## config.mk

```make
export PLATFORM = sky130hd
export DESIGN_NAME = wide_arith_sequencer
export DESIGN_NICKNAME = d
export VERILOG_FILES = /design/src/rtl/wide_arith_sequencer.sv
export SDC_FILE = /design/constraint.sdc
export NUM_CORES = 1
export LEC_CHECK = 0
export ABC_AREA = 1
export CELL_PAD_IN_SITES_DETAIL_PLACEMENT = 1
export CELL_PAD_IN_SITES_GLOBAL_PLACEMENT = 2
export CORE_UTILIZATION = 29
export CTS_CLUSTER_SIZE = 40
export DETAILED_ROUTE_END_ITERATION = 7
export PLACE_DENSITY = 0.81
export REMOVE_ABC_BUFFERS = 1
export SLEW_MARGIN = 20
export SYNTH_ARGS = -nofsm -noshare
export SYNTH_HDL_FRONTEND = slang
export SYNTH_SLANG_ARGS = --single-unit
```

## constraint.sdc

```tcl
create_clock -name iClock -period 1.8 [get_ports iClock]
set_input_delay 0.36 -clock iClock [delete_from_list [all_inputs] [get_ports iClock]]
set_output_delay 0.36 -clock iClock [all_outputs]
set_load 0.1 [all_outputs]
```

## src/rtl/wide_arith_sequencer.sv

```systemverilog
// Multi-word add/subtract sequencer driving a shared 16-bit ALU, LSW first with ADC carry chaining.
// Optional signed-overflow output enabled by defining WIDE_ARITH_OVF_EN.
module wide_arith_sequencer #(
    parameter int unsigned WORDS = 4
) (
    input  logic                  iClock,
    input  logic                  iReset,
    input  logic                  iStart,
    input  logic                  iOpSub,
    input  logic [16*WORDS-1:0]   iOperandA,
    input  logic [16*WORDS-1:0]   iOperandB,
    output logic [15:0]           oAluPortA,
    output logic [15:0]           oAluPortB,
    output logic [1:0]            oAluOpcode,
    input  logic [15:0]           iAluAccumulator,
    input  logic                  iAluCarry,
    output logic [16*WORDS-1:0]   oResult,
    output logic                  oCarryOut,
    output logic                  oZero,
    output logic                  oBusy,
    output logic                  oDone
`ifdef WIDE_ARITH_OVF_EN
    ,
    output logic                  oOverflow
`endif
);

    localparam int unsigned WORD_W = 16;
    localparam int unsigned WIDTH  = WORD_W * WORDS;
    localparam int unsigned IDX_W  = $clog2(WORDS);

    localparam logic [1:0] OP_IDLE = 2'b00;
    localparam logic [1:0] OP_ADD  = 2'b01;
    localparam logic [1:0] OP_ADC  = 2'b10;

    localparam logic [IDX_W-1:0] LAST_IDX = IDX_W'(WORDS - 1);

    typedef enum logic [1:0] {
        S_IDLE,
        S_SEED,
        S_ISSUE,
        S_DONE
    } state_t;

    state_t            state;
    logic [IDX_W-1:0]  idx;
    logic [WIDTH-1:0]  a_q;
    logic [WIDTH-1:0]  b_q;

    // Select 16-bit word i of a wide vector.
    function automatic logic [WORD_W-1:0] word_of(input logic [WIDTH-1:0] v,
                                                  input logic [IDX_W-1:0] i);
        word_of = '0;
        for (int unsigned k = 0; k < WORDS; k++) begin
            if (i == IDX_W'(k)) begin
                word_of = v[k*WORD_W +: WORD_W];
            end
        end
    endfunction

    assign oZero = (oResult == '0);

    // Sequencer: ALU port/opcode registers are loaded one cycle ahead of the state that uses them.
    always_ff @(posedge iClock or negedge iReset) begin
        if (!iReset) begin
            state      <= S_IDLE;
            idx        <= '0;
            a_q        <= '0;
            b_q        <= '0;
            oAluPortA  <= '0;
            oAluPortB  <= '0;
            oAluOpcode <= OP_IDLE;
            oResult    <= '0;
            oCarryOut  <= 1'b0;
            oBusy      <= 1'b0;
            oDone      <= 1'b0;
`ifdef WIDE_ARITH_OVF_EN
            oOverflow  <= 1'b0;
`endif
        end else begin
            case (state)
                S_IDLE: begin
                    oDone <= 1'b0;
                    if (iStart) begin
                        a_q   <= iOperandA;
                        b_q   <= iOpSub ? ~iOperandB : iOperandB;
                        idx   <= '0;
                        oBusy <= 1'b1;
                        if (iOpSub) begin
                            // Seed the ALU carry flag with the +1 of two's complement.
                            state      <= S_SEED;
                            oAluPortA  <= 16'hFFFF;
                            oAluPortB  <= 16'h0001;
                            oAluOpcode <= OP_ADD;
                        end else begin
                            state      <= S_ISSUE;
                            oAluPortA  <= iOperandA[WORD_W-1:0];
                            oAluPortB  <= iOperandB[WORD_W-1:0];
                            oAluOpcode <= OP_ADD;
                        end
                    end
                end
                S_SEED: begin
                    state      <= S_ISSUE;
                    oAluPortA  <= word_of(a_q, '0);
                    oAluPortB  <= word_of(b_q, '0);
                    oAluOpcode <= OP_ADC;
                end
                S_ISSUE: begin
                    for (int unsigned k = 0; k < WORDS; k++) begin
                        if (idx == IDX_W'(k)) begin
                            oResult[k*WORD_W +: WORD_W] <= iAluAccumulator;
                        end
                    end
                    if (idx == LAST_IDX) begin
                        state      <= S_DONE;
                        oDone      <= 1'b1;
                        oAluPortA  <= '0;
                        oAluPortB  <= '0;
                        oAluOpcode <= OP_IDLE;
                    end else begin
                        idx        <= idx + IDX_W'(1);
                        oAluPortA  <= word_of(a_q, idx + IDX_W'(1));
                        oAluPortB  <= word_of(b_q, idx + IDX_W'(1));
                        oAluOpcode <= OP_ADC;
                    end
                end
                S_DONE: begin
                    state     <= S_IDLE;
                    oDone     <= 1'b0;
                    oBusy     <= 1'b0;
                    oCarryOut <= iAluCarry;
`ifdef WIDE_ARITH_OVF_EN
                    // Same-sign operands producing an opposite-sign result.
                    oOverflow <= (a_q[WIDTH-1] == b_q[WIDTH-1]) &&
                                 (oResult[WIDTH-1] != a_q[WIDTH-1]);
`endif
                end
                default: begin
                    state <= S_IDLE;
                end
            endcase
        end
    end

endmodule
```

==> results.md <==
* Status: complete, but fails checks
* Violated checks: negative setup slack
* Worst-case setup margin in the final layout at -317 ps
* Final layout net count at 1,928
* Synth Area in Adders at 3.12%
* Count of antenna-violating nets left after detailed routing at 0
* Number of vias in the routed layout at 10.9k
* Critical-path cell list: nor2_1, nand4_1, nor2_1, nand2_1, nor2_4, buf_12
* Width of the chip at 202 um
* Type of the worst min-delay path: input pin to flip-flop
* Setup violators final at 1
* Initial antenna violation count at 0
* Post-synthesis to final-layout area growth at 50.7%
* Number of vias per cell after detailed routing at 4.78
* Clock transition at the register clock pins on the worst setup and hold paths after CTS at 70 ps
* Part of the Yosys area used for sequential elements at 50.2%
* Residual DRC at 0
* Classification of the worst setup path: flip-flop to output port
* Cell with the largest stage delay on the worst path: sky130_fd_sc_hd__dfrtp_2
* Xor/xnor share of the synthesized area at 3.62%
* TritonCTS clock tree: yes
* Boundary pin count at 251
* Maximum clock path buffer count at 3
* Max-cap violation count at 0
* Hold Violations, Final at 0
* Startpoint Class: flip-flop
* Rel. slew slack at 67.0%
* Number of antenna cells inserted at 0
* Clock sink count at 233
* Highest Clock Rate at 0.472 GHz
* Detail Placement HPWL at 29.3 mm
* Transition time of the tightest slew-check pin at 495 ps
* Fin crit period at 2120 ps
* Die area at 0.0409 mm2
* Hold path startpoint: iOperandA[44]
* Number of buffers and inverters on the critical path at 1
* Number of CTS-inserted buffers at 27
* GPL Wtd Cong at 0.798
* Number of standard-cell rows in the floorplan at 72
* Global-route usage over all layers at 20.8%
* Wire length per cell after detailed routing at 18.8 um
* Synthesized netlist cell count at 1,457
* Compound-gate portion of the synthesized area at 13.7%
* Ys Warns at 0
* Cell at the root of the clock tree: sky130_fd_sc_hd__clkbuf_16
* Vias in the first global route at 11.8k
* Multiplexer area fraction after synthesis at 0%
* Number of cells traversed by the worst hold path at 3
* Most common cell after layout, fill and taps aside: sky130_fd_sc_hd__nand2_1
* Cell count of the worst reg-to-reg path at 11
* Total Routed Length at 42.9 mm
* Number of fill cells at 4,546
* Worst reg-to-reg setup slack at 110 ps
* Kind of cell adding the most delay to the critical path: simple AND/OR/NAND/NOR gates
* Netlist area before placement at 0.0116 mm2
* Commonest non-fill, non-tap cells in the layout: 527 x sky130_fd_sc_hd__nand2_1, 226 x sky130_fd_sc_hd__dfrtp_1, 175 x sky130_fd_sc_hd__o21ai_0
* Distinct cells, synth at 25
* Start of the worst register-to-register path: state[0]$_DFFE_PN0P_
* Wire length of the first global-routing pass at 66.6 mm
* Critical path endpoint category: output port
* RSZ-0062 raised after global routing: yes
* Iteration count of the initial detailed-routing pass at 5
* Longest individual stage delay on the worst path at 450 ps
* Height of the chip at 202 um
* Cell repeated most along the worst path: sky130_fd_sc_hd__nor2_1
* Main combinational cell family by area after synthesis: simple AND/OR/NAND/NOR gates
* Worst setup skew after layout at 15.2 ps
* Average cell area after synthesis at 7.98 um2
* Required time of the critical path at 1440 ps
* Clock insertion delay at the later pin of the skew report at 540 ps
* Arrival time at the worst endpoint at 1760 ps
* End point of the worst hold path: a_q[44]$_DFFE_PN0P_
* Maximum fanout along the worst path at 3
* Starting Density at 29.7%
* Buffers added on ports at 250
* Post-route clock period utilization at 118%
* Reg-to-Reg End: oAluPortA[14]$_DFFE_PN0P_
* Initial DRC Count at 472
* # H-tree levels at 1
* Core footprint at 0.0391 mm2
* Synthesis-stage register bit count at 233
* Maximum number of pins on one net before global-route repair at 59
* Area fraction in and, or, nand and nor cells after synthesis at 21.6%
* Final Core Density at 44.8%
* Total count of max-transition violations in the final report at 0
* Sum of negative setup slack at -317 ps
* Sum of overflow across all layers after global routing at 0
* Pre-CTS setup slack at 13.4 ps
* Ratio of cells with drive above 1 in the final layout at 17.9%
[worst reg2reg max path, stage by stage, from the launching register on]
cell and delay (ps):
sky130_fd_sc_hd__dfrtp_1 380, sky130_fd_sc_hd__inv_1 130, sky130_fd_sc_hd__ha_2 220, sky130_fd_sc_hd__inv_2 50
sky130_fd_sc_hd__nor2_4 150, sky130_fd_sc_hd__inv_2 80, sky130_fd_sc_hd__buf_4 230, sky130_fd_sc_hd__a21oi_1 150
sky130_fd_sc_hd__nand2_1 70, sky130_fd_sc_hd__nand2_1 70, sky130_fd_sc_hd__nand2_1 50, sky130_fd_sc_hd__nand2_1 60
[per-layer routing]
metal / part of all wire (%) / vias up / track usage, %
met5: 0 / - / 0
met4: 2.2 / 0 / 4.62
met3: 4.3 / 69 / 2.48
met2: 49 / 276 / 36.9
met1: 45 / 5417 / 27.0
li1: - / 5175 / -
[Yosys cell counts]
library cell	count	area, um2
sky130_fd_sc_hd__o31ai_1	1	7.51
sky130_fd_sc_hd__xnor2_1	48	420
sky130_fd_sc_hd__a21oi_2	29	254
sky130_fd_sc_hd__buf_1	1	3.75
sky130_fd_sc_hd__o21a_1	1	7.51
sky130_fd_sc_hd__nor2_2	2	12.5
sky130_fd_sc_hd__nor2_1	71	267
sky130_fd_sc_hd__nor2_4	2	22.5
sky130_fd_sc_hd__nand4_1	8	50.1
sky130_fd_sc_hd__dfrtp_1	233	5830
sky130_fd_sc_hd__nand3_1	34	170
sky130_fd_sc_hd__nor3_1	2	10.0
sky130_fd_sc_hd__ha_1	29	363
sky130_fd_sc_hd__nand2_1	528	1980
sky130_fd_sc_hd__a21oi_1	85	425
sky130_fd_sc_hd__inv_1	109	409
sky130_fd_sc_hd__o21ai_0	175	876
sky130_fd_sc_hd__clkbuf_1	39	146
sky130_fd_sc_hd__inv_2	5	18.8
sky130_fd_sc_hd__buf_6	9	101
sky130_fd_sc_hd__buf_2	33	165
sky130_fd_sc_hd__clkinv_1	1	3.75
sky130_fd_sc_hd__buf_4	7	52.6
sky130_fd_sc_hd__o21ai_1	3	15.0
sky130_fd_sc_hd__o22ai_1	2	12.5
[worst max-delay path by stage]
stage                     depth (start not counted)                    start  slack [ps]                  endpoint
after CTS                                         6  oResult[49]$_DFFE_PN0P_        -340                     oZero
after detailed placement                         11       idx[1]$_DFFE_PN0P_          10  oAluPortA[0]$_DFFE_PN0P_
after global routing                              6  oResult[49]$_DFFE_PN0P_        -410                     oZero
after floorplan                                   6     state[0]$_DFFE_PN0P_       -3100         oBusy$_DFFE_PN0P_
final                                             6  oResult[29]$_DFFE_PN0P_        -320                     oZero
after global placement                            6   oResult[6]$_DFFE_PN0P_          60                     oZero
[sequential cells by signal (all words and copies together) (netlist names)]
register	flops
oAluOpcode	2
oCarryOut	1
oBusy	1
oDone	1
b_q	64
a_q	64
oAluPortA	16
oAluPortB	16
idx	2
oResult	64
state	2
[metrics by stage]
stage / cells / area (um2) / hold slack [ps]
detailed placement: 2217 / 16300 / 325
CTS: 2286 / 17400 / 344
floorplan: 1368 / 11200 / 64.4
global placement: 2217 / 16300 / 327
finish: 2288 / 17500 / 358
global route: 2288 / 17500 / 359
[what timing repair did]
action | 4_1_cts | 5_1_grt
endpoints found under the setup margin | 3 | 32
hold endpoints to repair | 43 | 0
gates resized for setup | 14 | 15
gates cloned | 0 | 2
hold buffers | 1 | 0
buffers inserted | 19 | 0
pin swaps | 6 | 3
[cell type report]
type                    count  area [um2]  area share (%)
flip-flops and latches    233        5840            33.3
multi-input cells        1020        5000            28.5
repair buffers            353        4640            26.5
clock buffers              40         815            4.65
well taps                 518         648            3.70
inverters                 115         432            2.46
clock inverters             9         148           0.842
[logic make-up after synthesis]
| family | after synthesis |
|---|---|
| flip-flops | 233 |
| AND/OR/NAND/NOR | 647 |
| AO/OA/AOI/OAI | 296 |
| buffers and inverters | 204 |
| XOR/XNOR | 48 |
| adder cells (fa/ha/maj) | 29 |
Power is not shown: default switching activity piles up to over one toggle a cycle in this logic, so the estimate is an artifact.
==> RTL edit 1 (same settings) <==
Make the reset (`iReset`) synchronous in one clocked block.
--- a/src/rtl/wide_arith_sequencer.sv
+++ b/src/rtl/wide_arith_sequencer.sv
@@ -61,7 +61,7 @@
     assign oZero = (oResult == '0);
 
     // Sequencer: ALU port/opcode registers are loaded one cycle ahead of the state that uses them.
-    always_ff @(posedge iClock or negedge iReset) begin
+    always_ff @(posedge iClock) begin
         if (!iReset) begin
             state      <= S_IDLE;
             idx        <= '0;
Function: differs if iReset is asserted again (counterexample within 4 cycles, from zero or initial values and one cycle with iReset low); with iReset held inactive, the same outputs for 4 cycles.
==> RTL edit 1 against the original RTL <==
The flow still finishes with violations (negative setup slack); first-iteration DRC count up 1.5%; non-clock buffer count down 37; largest cell class is now multi-input gates; count of clock-buffer cells in the layout down 1; register-to-register slack about the same; sequential cell count unchanged; area after synthesis down 6.7%; worst setup slack worse by 36 ps; utilization down 0.72 points; critical path type unchanged; routed wire length down 4.6%; cell area down 7.6%.
==> RTL edit 1: results (changes against the original RTL) <==
Logic synthesis
  – Sequential area share after synthesis: 43.0% (-7.1 points)
  – Top cells by count, synth: nand2_1 (264), a21oi_1 (250), nor2_1 (237)
  – Post-synth top area cell: dfxtp_1
  – Top cell type's share of synthesized area: 43.0% (-7.1 points)
  – Number of synthesized flops with an enable pin: 0 (unchanged)
  – Async SR Flop Fraction: 0% (-100 points)
  – Unique masters post-synth: 25 (unchanged)
  – Area contributors post-synth: dfxtp_1 (43%), a21oi_1 (12%), nand2_1 (9.1%), o21ai_0 (9.1%), nor2_1 (8.2%)
  – Synth warn: 0 (unchanged)

Worst setup path
  – Critical-path maximum fanout: 2 (-1)
  – Reg-to-Reg Start: state[0]
  – FF-to-FF End: b_q[7]
  – R2r setup slk: 110 ps (about the same)
  – R2R cell count: 7 (-4)
  – Critical Path Source: oResult[39]
  – WP data arrival: 1790 ps (+30 ps)
  – Crit path to: oZero

CTS
  – Clock Path Buffers: 3 (unchanged)
  – Clk slew on worst S/H paths: 60 ps
  – Cts bufs inserted: 28 (+3.7%)

Global routing
  – GRT Overall Usage: 21.3% (+0.51 points)
  – First-pass GRT wire length: 64.4 mm (-3.3%)
  – Maximum number of pins on one net before global-route repair: 71 (+20%)
  – Antenna violations before repair: 1 (+1)
  – Vias in the first global route: 11600 (-1.8%)

STA
  – Max transition margin: 65.4% (-1.6 points)
  – Final WS setup: -353 ps (-35.8 ps)
  – Final setup fails: 1 (unchanged)
  – Clk_skew: 14.1 ps (-1.13 ps)

Place
  – Pre-CTS WS: -44.0 ps (-57.4 ps)
  – GP Congestion: 0.802 (+0.53%)
  – Port buffer count: 250 (unchanged)
  – DP HPWL: 28.3 mm (-3.6%)

Route
  – TritonRoute pass-1 iters: 4 (-1)
  – 1st-iter DRT viols: 479 (+1.5%)
  – Vias/cell: 4.94 (+3.3%)
  – Routed WL: 41.0 mm (-4.6%)

Finish
  – Share of cells above drive strength 1: 14.1% (-3.8 points)
  – Biggest regs: a_q x64, b_q x64, oResult x64
  – Nets@finish: 1944 (+0.83%)

Status
  – Status: complete, but fails checks
  – Violated checks: negative setup slack

Min path
  – Worst hold path type: in -> reg

Power and ir drop
  – Worst VDD drop: 926 uV
## RTL edit 1: cell count changes after synthesis, moves of 31 or more
| cell | unedited run | this run |
|---|---|---|
| a21oi_1 | 85 | 250 |
| dfrtp_1 | 233 | 0 |
| dfxtp_1 | 0 | 233 |
| nand2_1 | 528 | 264 |
| buf_2 | 33 | 64 |
| nor2_1 | 71 | 237 |
## RTL edit 1: area by class of cell
cell class	count	area, um2
Clock buffer	39	793
Clock inverter	7	139
Fill cell	4341	20500
Inverter	95	362
Multi-Input combinational cell	1092	5350
Sequential cell	233	4680
Tap cell	468	586
Timing Repair Buffer	316	4270
## RTL edit 1: metal layers
layer	vias up	track usage [%]	share of wire, %
li1	5465	-	-
met1	5326	27.8	46
met2	261	37.2	48
met3	61	2.69	4.4
met4	2	5.13	2.1
met5	-	0	0.032
## RTL edit 1: how the worst min path moves through the flow
| stage | start | end | slack (ps) | cells after the start |
|---|---|---|---|---|
| floorplan | a_q[16] | a_q[16] | 430 | 2 |
| global placement | a_q[17] | a_q[17] | 440 | 2 |
| detailed placement | a_q[56] | a_q[56] | 450 | 2 |
| CTS | iReset | b_q[25] | 190 | 3 |
| global route | iReset | b_q[19] | 220 | 3 |
| finish | iReset | b_q[25] | 210 | 3 |
## RTL edit 1: where the power goes
group	total (mW)	internal [mW]	switching (mW)
Sequential	7.69	6.54	1.15
Clock	5.85	3.61	2.24
Combinational	16.5	5.89	10.6
## RTL edit 1: kinds of logic after synthesis
logic type,after synthesis,synth area share (%)
adder cells (fa/ha/maj),29,3.35
AO/OA/AOI/OAI,462,21.5
XOR/XNOR,48,3.88
buffers and inverters,208,8.33
flip-flops,233,43.0
AND/OR/NAND/NOR,553,19.9
## RTL edit 1: per-stage QoR
step                setup TNS (ps)  power [mW]  hold WS (ps)  instance area [um2]  std cells
global placement                 0        23.9           441                15200       2203
finish                        -353        30.0           215                16200       2250
CTS                           -367        30.2           192                16100       2250
detailed placement            -222        24.2           447                15200       2203
global route                  -442        31.9           224                16200       2250
floorplan                  -125550        17.3           429                10300       1420
## RTL edit 1: worst max-delay path: stages, from the launching register on
cell and delay, ps:
dfxtp_2 320, nor2_1 110, nand4_1 160, nor2_1 130
nand4_1 140, nor2_2 200, buf_12 190
## RTL edit 1: timing repair
action	in CTS	in global routing
setup buffers	1	0
pin swaps	6	10
endpoints found under the setup margin	10	85
gates resized for setup	12	19
==> RTL edit 2 (same flow settings) <==
Without the edit above. Set the parameter `WORDS` to 2 (it was 4).
--- a/src/rtl/wide_arith_sequencer.sv
+++ b/src/rtl/wide_arith_sequencer.sv
@@ -1,7 +1,7 @@
 // Multi-word add/subtract sequencer driving a shared 16-bit ALU, LSW first with ADC carry chaining.
 // Optional signed-overflow output enabled by defining WIDE_ARITH_OVF_EN.
 module wide_arith_sequencer #(
-    parameter int unsigned WORDS = 4
+    parameter int unsigned WORDS = 2
 ) (
     input  logic                  iClock,
     input  logic                  iReset,
Ports: changed (resized iOperandA, iOperandB and oResult); port bits go from 251 to 155. No check against the original RTL was run, so the function may have changed too.
==> RTL edit 2 against the original RTL <==
The run still ends with negative setup slack left; area after synthesis is 45% lower; sequential cell count is 97 lower; cell area is 43% lower; synthesized cell count is 46% lower; die area is 44% lower; final cell count is 45% lower; highest routed layer unchanged; worst setup slack better by 210 ps; routed wire length is 55% lower; critical path depth stayed put.
Power is not shown: default switching activity piles up to over one toggle a cycle in this logic, so the estimate is an artifact.
==> RTL edit 2: results (changes against the original RTL) <==
Status
  – Status: complete, but fails checks
  – Violated checks: negative setup slack

Finish
  – FF/Latch Area: 3410 um2 (-42%)
  – Filler cells: 2465 (-46%)
  – Nets@finish: 1073 (-44%)
  – Share of cells above drive strength 1: 18.9% (+1.0 points)
  – Clock network share of area: 6.28% (+0.79 points)
  – Number of clock buffers in the layout: 22 (-45%)

STA
  – Final WS setup: -105 ps (+212 ps)
  – Final setup fails: 1 (unchanged)
  – TNS Setup: -105 ps (+212 ps)

CTS
  – Post_cts resized: 8 (-6)
  – H-tree levels: 4 (+3)
  – Sink Count: 136 (-42%)

Route
  – TritonRoute pass-1 iters: 4 (-1)
  – Routed WL: 19.5 mm (-55%)
  – Vias/cell: 4.55 (-4.8%)
  – 1st-iter DRT viols: 230 (-51%)

Place
  – GP Congestion: 0.800 (+0.28%)
  – DP HPWL: 13.8 mm (-53%)
  – Pre-CTS WS: -67.5 ps (-80.9 ps)
  – Port buffer count: 154 (-38%)
  – Placed Area: 9120 um2 (-44%)

Global routing
  – First-pass GRT wire length: 31.7 mm (-52%)
  – Vias in the first global route: 6086 (-48%)

Worst setup path
  – R2r setup slk: 130 ps (+20 ps)
  – Slowest CP cell: dfrtp_1
  – FF-to-FF End: oAluPortA[4]
==> RTL edit 2: through the flow <==
stage	util, %	cells
after floorplan	-	739
after global placement	41.9	1205
after detailed placement	41.9	1205
after CTS	45.4	1250
after global routing	45.9	1260
final	45.9	1260
==> RTL edit 2: kinds of logic (layout without fill, tap and decap cells) <==
| family | count (synthesis) | in the layout | synth area share, % |
|---|---|---|---|
| simple gates | 352 | 352 | 21.4 |
| compound gates | 144 | 144 | 11.5 |
| flops | 136 | 136 | 52.9 |
| buf+inv | 113 | 311 | 7.90 |
| fa+ha+maj | 21 | 21 | 4.09 |
| xor+xnor | 16 | 16 | 2.18 |
==> RTL edit 2: layer usage <==
metal / track usage [%] / share of wire (%)
met1: 23.6 / 46
met2: 31.0 / 49
met3: 3.40 / 4.4
met4: 4.95 / 1.2
met5: 0 / 0
